<file path="config.mk">
export PLATFORM = sky130hd
export DESIGN_NAME = coin_acceptor
export DESIGN_NICKNAME = d
export VERILOG_FILES = /design/src/rtl/vend_pkg.sv /design/src/rtl/sync2.sv /design/src/rtl/coin_acceptor.sv
export SDC_FILE = /design/constraint.sdc
export NUM_CORES = 1
export LEC_CHECK = 0
export BUFFER_PORTS_ARGS = -buffer_cell sky130_fd_sc_hd__buf_2
export CORE_ASPECT_RATIO = 0.7
export CORE_UTILIZATION = 40
export CTS_CLUSTER_SIZE = 28
export DETAILED_ROUTE_END_ITERATION = 10
export PLACE_DENSITY = 0.61
export SYNTH_ARGS = -nofsm -noshare
export SYNTH_HDL_FRONTEND = slang
export SYNTH_SLANG_ARGS = --single-unit
export TNS_END_PERCENT = 50
</file>
<file path="constraint.sdc">
create_clock -name clk -period 3.9 [get_ports clk]
set_clock_uncertainty 0.1 [all_clocks]
set_input_delay 0.78 -clock clk [delete_from_list [all_inputs] [get_ports clk]]
set_output_delay 0.78 -clock clk [all_outputs]
set_load 0.05 [all_outputs]
</file>
<file path="src/rtl/vend_pkg.sv">
// Shared definitions for the newspaper vending machine and its coin acceptor.
// Latency: n/a (types and constants only).
// Backpressure: n/a.
package vend_pkg;

    // Coin codes presented to the vending machine FSM. 2'b11 is never driven.
    localparam logic [1:0] COIN_NONE = 2'b00;
    localparam logic [1:0] COIN_5    = 2'b01;
    localparam logic [1:0] COIN_10   = 2'b10;

    // Coin acceptor state encoding.
    typedef enum logic [2:0] {
        ACC_IDLE     = 3'd0,
        ACC_QUALIFY  = 3'd1,
        ACC_HELD     = 3'd2,
        ACC_ISSUE    = 3'd3,
        ACC_GAP      = 3'd4,
        ACC_REJ      = 3'd5,
        ACC_JAM      = 3'd6,
        ACC_WAIT_CLR = 3'd7
    } acc_state_t;

    // Vending machine credit memory encoding (credit accumulated so far).
    typedef enum logic [1:0] {
        MEM_0  = 2'd0,
        MEM_5  = 2'd1,
        MEM_10 = 2'd2,
        MEM_15 = 2'd3
    } mem_t;

    // Coin code for a single-sensor event: nickel sensor wins when it is the one high.
    function automatic logic [1:0] coin_of(input logic nickel_hi);
        return nickel_hi ? COIN_5 : COIN_10;
    endfunction

endpackage

</file>
<file path="src/rtl/sync2.sv">
// Two-flop synchroniser for one asynchronous level input.
// Latency: 2 clk cycles from input change to sync_o.
// Backpressure: none; free-running.
module sync2 (
    input  logic clk,
    input  logic rstn,
    input  logic async_i,
    output logic sync_o
);

    logic meta_q;
    logic sync_q;

    // Two back-to-back flops; the first may go metastable, the second resolves it.
    always_ff @(posedge clk or negedge rstn) begin
        if (!rstn) begin
            meta_q <= 1'b0;
            sync_q <= 1'b0;
        end else begin
            meta_q <= async_i;
            sync_q <= meta_q;
        end
    end

    assign sync_o = sync_q;

endmodule

</file>
<file path="src/rtl/coin_acceptor.sv">
// Debounces nickel/dime sensors and emits one coin code pulse per valid insertion.
// Latency: coin pulse 3 clk edges after the first edge that samples the raw sensor low.
// Backpressure: none; consumer samples coin every cycle, pulses are not held.
module coin_acceptor #(
    parameter int DEBOUNCE_CYCLES = 16,
    parameter int JAM_CYCLES      = 4096,
    parameter int GAP_CYCLES      = 8
) (
    input  logic       clk,
    input  logic       rstn,
    input  logic       nickel_raw,
    input  logic       dime_raw,
    input  logic       enable,
    output logic [1:0] coin,
    output logic       reject,
    output logic       jam
);

    import vend_pkg::*;

    localparam int CNT_W = $clog2(JAM_CYCLES);

    localparam logic [CNT_W-1:0] CNT_MAX   = {CNT_W{1'b1}};
    localparam logic [CNT_W-1:0] QUAL_LAST = CNT_W'(DEBOUNCE_CYCLES - 1);
    localparam logic [CNT_W-1:0] JAM_LAST  = CNT_W'(JAM_CYCLES - 1);
    localparam logic [CNT_W-1:0] GAP_LAST  = CNT_W'(GAP_CYCLES - 1);

    logic             n_s;
    logic             d_s;
    acc_state_t       state_q;
    logic [CNT_W-1:0] cnt_q;
    logic [CNT_W-1:0] cnt_sat_d;
    logic [1:0]       kind_q;
    logic             en_q;
    logic [1:0]       coin_q;
    logic             reject_q;
    logic             jam_q;
    logic             latched_hi;
    logic             other_hi;
    logic             any_hi;

    sync2 u_sync_nickel (
        .clk     (clk),
        .rstn    (rstn),
        .async_i (nickel_raw),
        .sync_o  (n_s)
    );

    sync2 u_sync_dime (
        .clk     (clk),
        .rstn    (rstn),
        .async_i (dime_raw),
        .sync_o  (d_s)
    );

    // Sensor views relative to the coin currently being tracked, plus saturating count.
    always_comb begin
        latched_hi = (kind_q == COIN_5) ? n_s : d_s;
        other_hi   = (kind_q == COIN_5) ? d_s : n_s;
        any_hi     = n_s | d_s;
        cnt_sat_d  = (cnt_q == CNT_MAX) ? cnt_q : cnt_q + CNT_W'(1);
    end

    // Acceptor FSM; outputs are registered alongside the state transition that produces them.
    always_ff @(posedge clk or negedge rstn) begin
        if (!rstn) begin
            state_q  <= ACC_IDLE;
            cnt_q    <= '0;
            kind_q   <= COIN_NONE;
            en_q     <= 1'b0;
            coin_q   <= COIN_NONE;
            reject_q <= 1'b0;
            jam_q    <= 1'b0;
        end else begin
            // Pulse outputs default low; only ISSUE and REJ raise them for one cycle.
            coin_q   <= COIN_NONE;
            reject_q <= 1'b0;

            case (state_q)
                ACC_IDLE: begin
                    if (n_s && d_s) begin
                        // Both chutes active together: collision, never credited.
                        state_q <= ACC_REJ;
                    end else if (any_hi) begin
                        kind_q  <= coin_of(n_s);
                        cnt_q   <= '0;
                        state_q <= ACC_QUALIFY;
                    end
                end

                ACC_QUALIFY: begin
                    if (other_hi) begin
                        state_q <= ACC_REJ;
                    end else if (!latched_hi) begin
                        // Dropped before the debounce window filled: glitch, no output.
                        state_q <= ACC_IDLE;
                    end else begin
                        cnt_q <= cnt_sat_d;
                        if (cnt_sat_d == QUAL_LAST) begin
                            state_q <= ACC_HELD;
                        end
                    end
                end

                ACC_HELD: begin
                    if (other_hi) begin
                        state_q <= ACC_REJ;
                    end else if (!latched_hi) begin
                        // Coin has left the chute; enable is captured on this edge only.
                        en_q    <= enable;
                        state_q <= ACC_ISSUE;
                    end else begin
                        cnt_q <= cnt_sat_d;
                        if (cnt_sat_d == JAM_LAST) begin
                            cnt_q   <= '0;
                            jam_q   <= 1'b1;
                            state_q <= ACC_JAM;
                        end
                    end
                end

                ACC_ISSUE: begin
                    if (en_q) begin
                        coin_q <= kind_q;
                    end else begin
                        reject_q <= 1'b1;
                    end
                    cnt_q   <= '0;
                    state_q <= ACC_GAP;
                end

                ACC_GAP: begin
                    // Lockout: sensors ignored until the gap has elapsed.
                    if (cnt_q == GAP_LAST) begin
                        cnt_q   <= '0;
                        state_q <= ACC_IDLE;
                    end else begin
                        cnt_q <= cnt_sat_d;
                    end
                end

                ACC_REJ: begin
                    reject_q <= 1'b1;
                    cnt_q    <= '0;
                    state_q  <= ACC_WAIT_CLR;
                end

                ACC_JAM: begin
                    cnt_q   <= '0;
                    state_q <= ACC_WAIT_CLR;
                end

                ACC_WAIT_CLR: begin
                    // Chute must read empty for a full debounce window before re-arming.
                    if (any_hi) begin
                        cnt_q <= '0;
                    end else if (cnt_q == QUAL_LAST) begin
                        cnt_q   <= '0;
                        jam_q   <= 1'b0;
                        state_q <= ACC_GAP;
                    end else begin
                        cnt_q <= cnt_sat_d;
                    end
                end

                default: begin
                    cnt_q   <= '0;
                    state_q <= ACC_IDLE;
                end
            endcase
        end
    end

    assign coin   = coin_q;
    assign reject = reject_q;
    assign jam    = jam_q;

endmodule

</file>
==> results of run 1 <==
-- layout make-up --
cell class | instances | area [µm²] | share of cell area, %
Clock buffer | 4 | 55.1 | 2.78
Tap cell | 55 | 68.8 | 3.48
Sequential cell | 26 | 651 | 32.9
Inverter | 6 | 22.5 | 1.14
Timing Repair Buffer | 9 | 47.5 | 2.41
Multi-Input combinational cell | 167 | 1130 | 57.3
-- Yosys cell counts, drive strengths merged, types with 2 or more instances --
library cell | instances | area (µm²)
a21o | 4 | 30.0
a41o | 2 | 20.0
mux2i | 5 | 50.1
nor4 | 3 | 18.8
nor4b | 2 | 23.8
buf | 7 | 43.8
nand2b | 6 | 37.5
a41oi | 2 | 17.5
a21oi | 11 | 55.1
o21ai | 11 | 58.8
a31oi | 5 | 31.3
and4 | 4 | 35.0
dfrtp | 26 | 651
nand3 | 10 | 50.1
nor3 | 10 | 66.3
xor2 | 2 | 17.5
mux2 | 3 | 33.8
o2111ai | 2 | 17.5
nand4 | 6 | 52.6
o2bb2ai | 2 | 17.5
inv | 6 | 22.5
clkbuf | 11 | 43.8
nor2b | 4 | 25.0
a31o | 2 | 17.5
or3 | 5 | 31.3
nand2 | 17 | 63.8
and3 | 4 | 25.0
o21a | 2 | 15.0
ha | 4 | 50.1
a22oi | 2 | 15.0
nor2 | 16 | 62.6
-- critical path: stages, from the launching register on --
cell,delay [ps]
dfrtp_1,500
ha_1,370
nand3_1,270
nor3_4,390
a21oi_1,110
or3b_1,370
nor4b_2,420
a2bb2oi_2,520
nand2b_1,230
o22ai_1,110
-- power by group through the flow --
stage	combinational (mW)	clock, mW	sequential [mW]
after floorplan	0.513	0	0.383
after global placement	0.549	0	0.438
after detailed placement	0.549	0	0.439
after CTS	0.551	0.183	0.435
after global routing	0.621	0.194	0.453
final	0.559	0.178	0.437
-- per-layer routing --
layer,part of all wire (%),vias to the layer above
met5,0,-
met4,1.4,0
met3,6.0,11
met2,38,61
met1,54,769
li1,-,800
-- state kept, by name, summed over array words and instances (netlist names), 2 cells and up --
register,flops
kind_q,2
state_q,3
coin,2
cnt_q,12
-- kinds of logic (layout without fill, tap and decap cells) --
family	Yosys count	count (layout)	share of synthesized area, %
flip-flops	26	26	34.4
XOR/XNOR	3	3	1.39
adder cells (fa/ha/maj)	5	5	3.70
AO/OA/AOI/OAI	59	59	22.3
multiplexers	8	8	4.43
buffers and inverters	24	19	5.82
AND/OR/NAND/NOR	92	92	28.0
-- worst paths after layout --
check / start / to / slack, ps / depth (start not counted)
max reg2reg: cnt_q[1] / cnt_q[8] / 370 / 9
min reg2reg: u_sync_dime.meta_q / u_sync_dime.sync_o / 260 / 0
min: u_sync_dime.meta_q / u_sync_dime.sync_o / 260 / 0
min in group asynchronous: rstn / u_sync_nickel.meta_q / 390 / 1
max: cnt_q[1] / cnt_q[8] / 370 / 9
max in group asynchronous: rstn / cnt_q[10] / 2930 / 1
-- stage by stage --
step / area (µm²) / utilization, % / total power, mW / std cells / hold slack [ps]
floorplan: 1890 / - / 0.896 / 217 / 231
global placement: 1920 / 43.4 / 0.987 / 263 / 235
detailed placement: 1920 / 43.4 / 0.988 / 263 / 238
CTS: 1980 / 44.6 / 1.17 / 267 / 260
global route: 1980 / 44.6 / 1.27 / 267 / 281
finish: 1980 / 44.6 / 1.17 / 267 / 258
==> metrics, run 1 <==
layout cell share with drive strength beyond 1=11.8%; Startpoint Class=flop; Initial Util=42.7%; CTS tree=built; dpl ws=439 ps; drt first-iter violations=293; post-CTS setup buffers=0; commonest cells after routing, fill and taps aside=dfrtp_1 (26), nand2_1 (17), nor2_1 (15), a21oi_1 (11); RSZ-0062 raised after global routing=false; boundary pin count=9; VDD IR-drop max=0.000209 V; initial antenna violation count=0; WP data arrival=3550 ps; row count=20; syn_nets=227; GR Layer Usage met2=24.8%; Clk pin slew, worst setup/hold paths=90 ps; global routing usage on met1=30.2%; status=finished, violations left; Die Ht=59.6 µm; CTS max path bufs=2; Clk network pwr share=15.2%; Fillers=433; grt ovf=0; clk_lat worst skew=270 ps; critical path class=flop to flop; Cell Int Power=629 µW; setup TNS=0 ps; Synth Register Bits=26; Psw=546 µW; Final min period=3530 ps; first-pass GRT wire length=7200 µm; Antenna Cells=0; Num CTS Buffers=3; Synth Cell Area=0.00189 mm²; sequential area share after synthesis=34.4%; switching portion of total power=46.5%; actual slew at the worst max-slew pin=973 ps; vias in the first global route=1395; Period Utilization, post-route=90.5%; EDFF count, synth=0; GR peak layer=met1; worst slew margin relative to its limit=34.3%; Nets=223; fin worst setup slack=370 ps; Flop pwr share=37.2%; Resize count post-CTS=0; most common flop cell mapped by yosys=dfrtp_1; H-tree Lvls=1; CTS Sinks=26; drt drc=2; Crit Path Max Fanout=11; post-synthesis area per instance=8.72 µm²; Total GRT Usage=18.6%; Synth Warn #=0; Hold Crit Class=flop to flop; ANT nets after route=0; commonest non-fill, non-tap cell in the layout=dfrtp_1; Die Wd=84.2 µm; Synth cell types=61; Req. time, crit path=3920 ps; failing checks=design-rule violations; Core Box Area=0.00443 mm²; GRT met3 Usage=3.34%; DR vias=1641; routed length per instance=16.1 µm; Cells after Synth=217; full die area=0.00502 mm²; Hold Buf Count CTS=0; PortBufs=8; Hold Violations, Final=0; root buf cell=clkbuf_8; Final HPWL DP=3040 µm; routed vias/inst=6.15; Post-synth ARST share=100%; max-slew violations=0; largest net degree at the start of global routing=29; DRT Wirelength=4300 µm; Leak Pwr=0.829 nW; Power Density=594 mW/mm²; combinational fraction of design power=47.6%; # setup viols final=0; RePlAce Congestion=0.912; Pre-antenna DRT Iters=8; Fmax=0.283 GHz; Area growth syn-to-layout=4.43%; Max Cap Violations=0; crit end category=flop
Power figures use the tool's default switching activity.
==> run 2, diff against run 1 <==
--- a/config.mk
+++ b/config.mk
@@ -6,10 +6,12 @@
 export NUM_CORES = 1
 export LEC_CHECK = 0
 export BUFFER_PORTS_ARGS = -buffer_cell sky130_fd_sc_hd__buf_2
+export CAP_MARGIN = 20
 export CORE_ASPECT_RATIO = 0.7
 export CORE_UTILIZATION = 40
 export CTS_CLUSTER_SIZE = 28
 export DETAILED_ROUTE_END_ITERATION = 10
+export MAX_ROUTING_LAYER = met4
 export PLACE_DENSITY = 0.61
 export SYNTH_ARGS = -nofsm -noshare
 export SYNTH_HDL_FRONTEND = slang
==> run 2 against run 1 <==
The flow still finishes with violations (design-rule violations); die area is the same; routed wire length fell by 0.77%; via count up 4.0%; setup slack improved by 130 ps; clock power about the same; sequential share of layout area unchanged; global-route usage is 1.2 points higher; cell area stayed put; critical path type unchanged; largest power group unchanged; highest routed layer unchanged.
==> metrics, run 2 (synthesis gave the netlist of run 1 again) <==
Clk network pwr share=15.2% (about the same); final non-filler cell area=0.00198 mm² (unchanged); boundary pin count=9 (unchanged); Hold Buf Count CTS=0 (unchanged); routed length per instance=16.0 µm (-0.77%); placed cell area=0.00192 mm² (unchanged); sequence of cells on the critical path=ha_1 -> nand3_1 -> nor3_4 -> a21oi_1 -> or3b_1 -> nor4b_2 -> a2bb2oi_2 -> nand2b_1 -> o22ai_1; Num CTS Buffers=3 (unchanged); critical path class=flop to flop; Final HPWL DP=3060 µm (+0.50%); WP data arrival=3420 ps (-130 ps); Power Density=590 mW/mm² (-0.72%); actual slew at the worst max-slew pin=968 ps (-5.21 ps); Setup crit start=cnt_q[0]; GR peak layer=met1; CTS Sinks=26 (unchanged); final core occ=44.6% (unchanged); Resize count post-CTS=0 (unchanged); row count=20 (unchanged); DRT Wirelength=4260 µm (-0.77%); Total GRT Usage=19.7% (+1.2 points); worst r2r src=cnt_q[0]; root buf cell=clkbuf_8; ANT nets after route=0 (unchanged); Hold Violations, Final=0 (unchanged); Antenna Cells=0 (unchanged); Largest Register=cnt_q; DR vias=1707 (+4.0%); Buf/Inv on CP=0 (unchanged); RePlAce Congestion=0.943 (+3.4%); Die Wd=84.2 µm (unchanged); RSZ-0062 raised after global routing=false; max reg flops=12 (unchanged); worst slew margin relative to its limit=34.6% (+0.35 points); Max Cap Violations=0 (unchanged); combinational fraction of design power=47.5% (about the same); GRT met3 Usage=4.32% (+0.97 points); Cell Int Power=629 µW (about the same); commonest non-fill, non-tap cell in the layout=dfrtp_1; H-tree Lvls=1 (unchanged); grt ovf=0 (unchanged); Psw=537 µW (-1.7%); global routing usage on met1=30.2% (-0.069 points); Finished Layout Cells=267 (unchanged); Crit Path Max Fanout=11 (unchanged); Final min period=3400 ps (-127 ps); Flop pwr share=37.2% (about the same); Clk pin slew, worst setup/hold paths=90 ps (about the same); CTS tree=built; cell count after placement=263 (unchanged); CTS max path bufs=2 (unchanged); overall power=1.17 mW (-0.72%); GR Layer Usage met2=26.3% (+1.5 points); drt drc=2 (unchanged); largest delay contributor family on the critical path=simple AND/OR/NAND/NOR gates; vias in the first global route=1493 (+7.0%); full die area=0.00502 mm² (unchanged); Area growth syn-to-layout=4.43% (unchanged); max-slew violations=0 (unchanged); commonest cells after routing, fill and taps aside=dfrtp_1 (26), nand2_1 (17), nor2_1 (15), a21oi_1 (11); status=finished, violations left; Hold Startpoint=u_sync_dime.meta_q; crit end category=flop; initial antenna violation count=0 (unchanged); Nets=223 (unchanged); Req. time, crit path=3920 ps (about the same); PortBufs=8 (unchanged); first-pass GRT wire length=7450 µm (+3.5%); largest net degree at the start of global routing=29 (unchanged); Initial Util=42.7% (unchanged); layout cell share with drive strength beyond 1=11.8% (unchanged); failing checks=design-rule violations; setup TNS=0 ps (unchanged); Core Box Area=0.00443 mm² (unchanged); CP max stage cell=dfrtp_1; VDD IR-drop max=0.000264 V (+26%); registers with the most flip-flops=cnt_q (12), state_q (3); drt first-iter violations=203 (-31%); Period Utilization, post-route=87.3% (-3.3 points); switching portion of total power=46.0% (-0.44 points); clk_lat worst skew=270 ps (about the same); Die Ht=59.6 µm (unchanged); Hold Crit Class=flop to flop; Startpoint Class=flop; Fmax=0.294 GHz (+3.7%); Leak Pwr=0.829 nW (unchanged); CP peak stage delay=490 ps (-30 ps); # setup viols final=0 (unchanged); Pre-antenna DRT Iters=8 (unchanged); routed vias/inst=6.39 (+4.0%); post-CTS setup buffers=0 (unchanged)
-- run 2: cell counts in the layout (fill, tap and decap cells not counted) --
No cell type changed its count.
-- run 2: stage by stage --
step	setup slack (ps)	hold WS, ps
finish	497	256
global route	187	280
CTS	507	260
detailed placement	533	236
global placement	630	233
floorplan	1020	231
-- run 2: path summary, 6_finish.rpt --
path                                             end  slack, ps  cells past startpoint
worst max-delay path                        cnt_q[8]        500                      9
worst min register to register    u_sync_dime.sync_o        260                      0
min in group asynchronous       u_sync_nickel.meta_q        400                      1
max in group asynchronous                  cnt_q[10]       2910                      1
worst min-delay path              u_sync_dime.sync_o        260                      0
worst max register to register              cnt_q[8]        500                      9
-- run 2: cell type report --
cell class | instances | area, µm²
Sequential cell | 26 | 651
Tap cell | 55 | 68.8
Fill cell | 427 | 2450
Multi-Input combinational cell | 167 | 1130
Clock buffer | 4 | 55.1
Timing Repair Buffer | 9 | 47.5
Inverter | 6 | 22.5
-- run 2: power groups by stage --
stage | Combinational (mW) | Clock [mW] | Sequential (mW)
6_report | 0.554 | 0.177 | 0.434
5_1_grt | 0.616 | 0.196 | 0.450
4_1_cts | 0.549 | 0.184 | 0.431
3_5_place_dp | 0.546 | 0 | 0.437
3_3_place_gp | 0.552 | 0 | 0.439
2_1_floorplan | 0.513 | 0 | 0.383
-- run 2: metal layers --
metal | part of all wire [%] | up-vias
met5 | 0 | -
met4 | 1.0 | 0
met3 | 8.6 | 4
met2 | 39 | 92
met1 | 51 | 807
li1 | - | 804
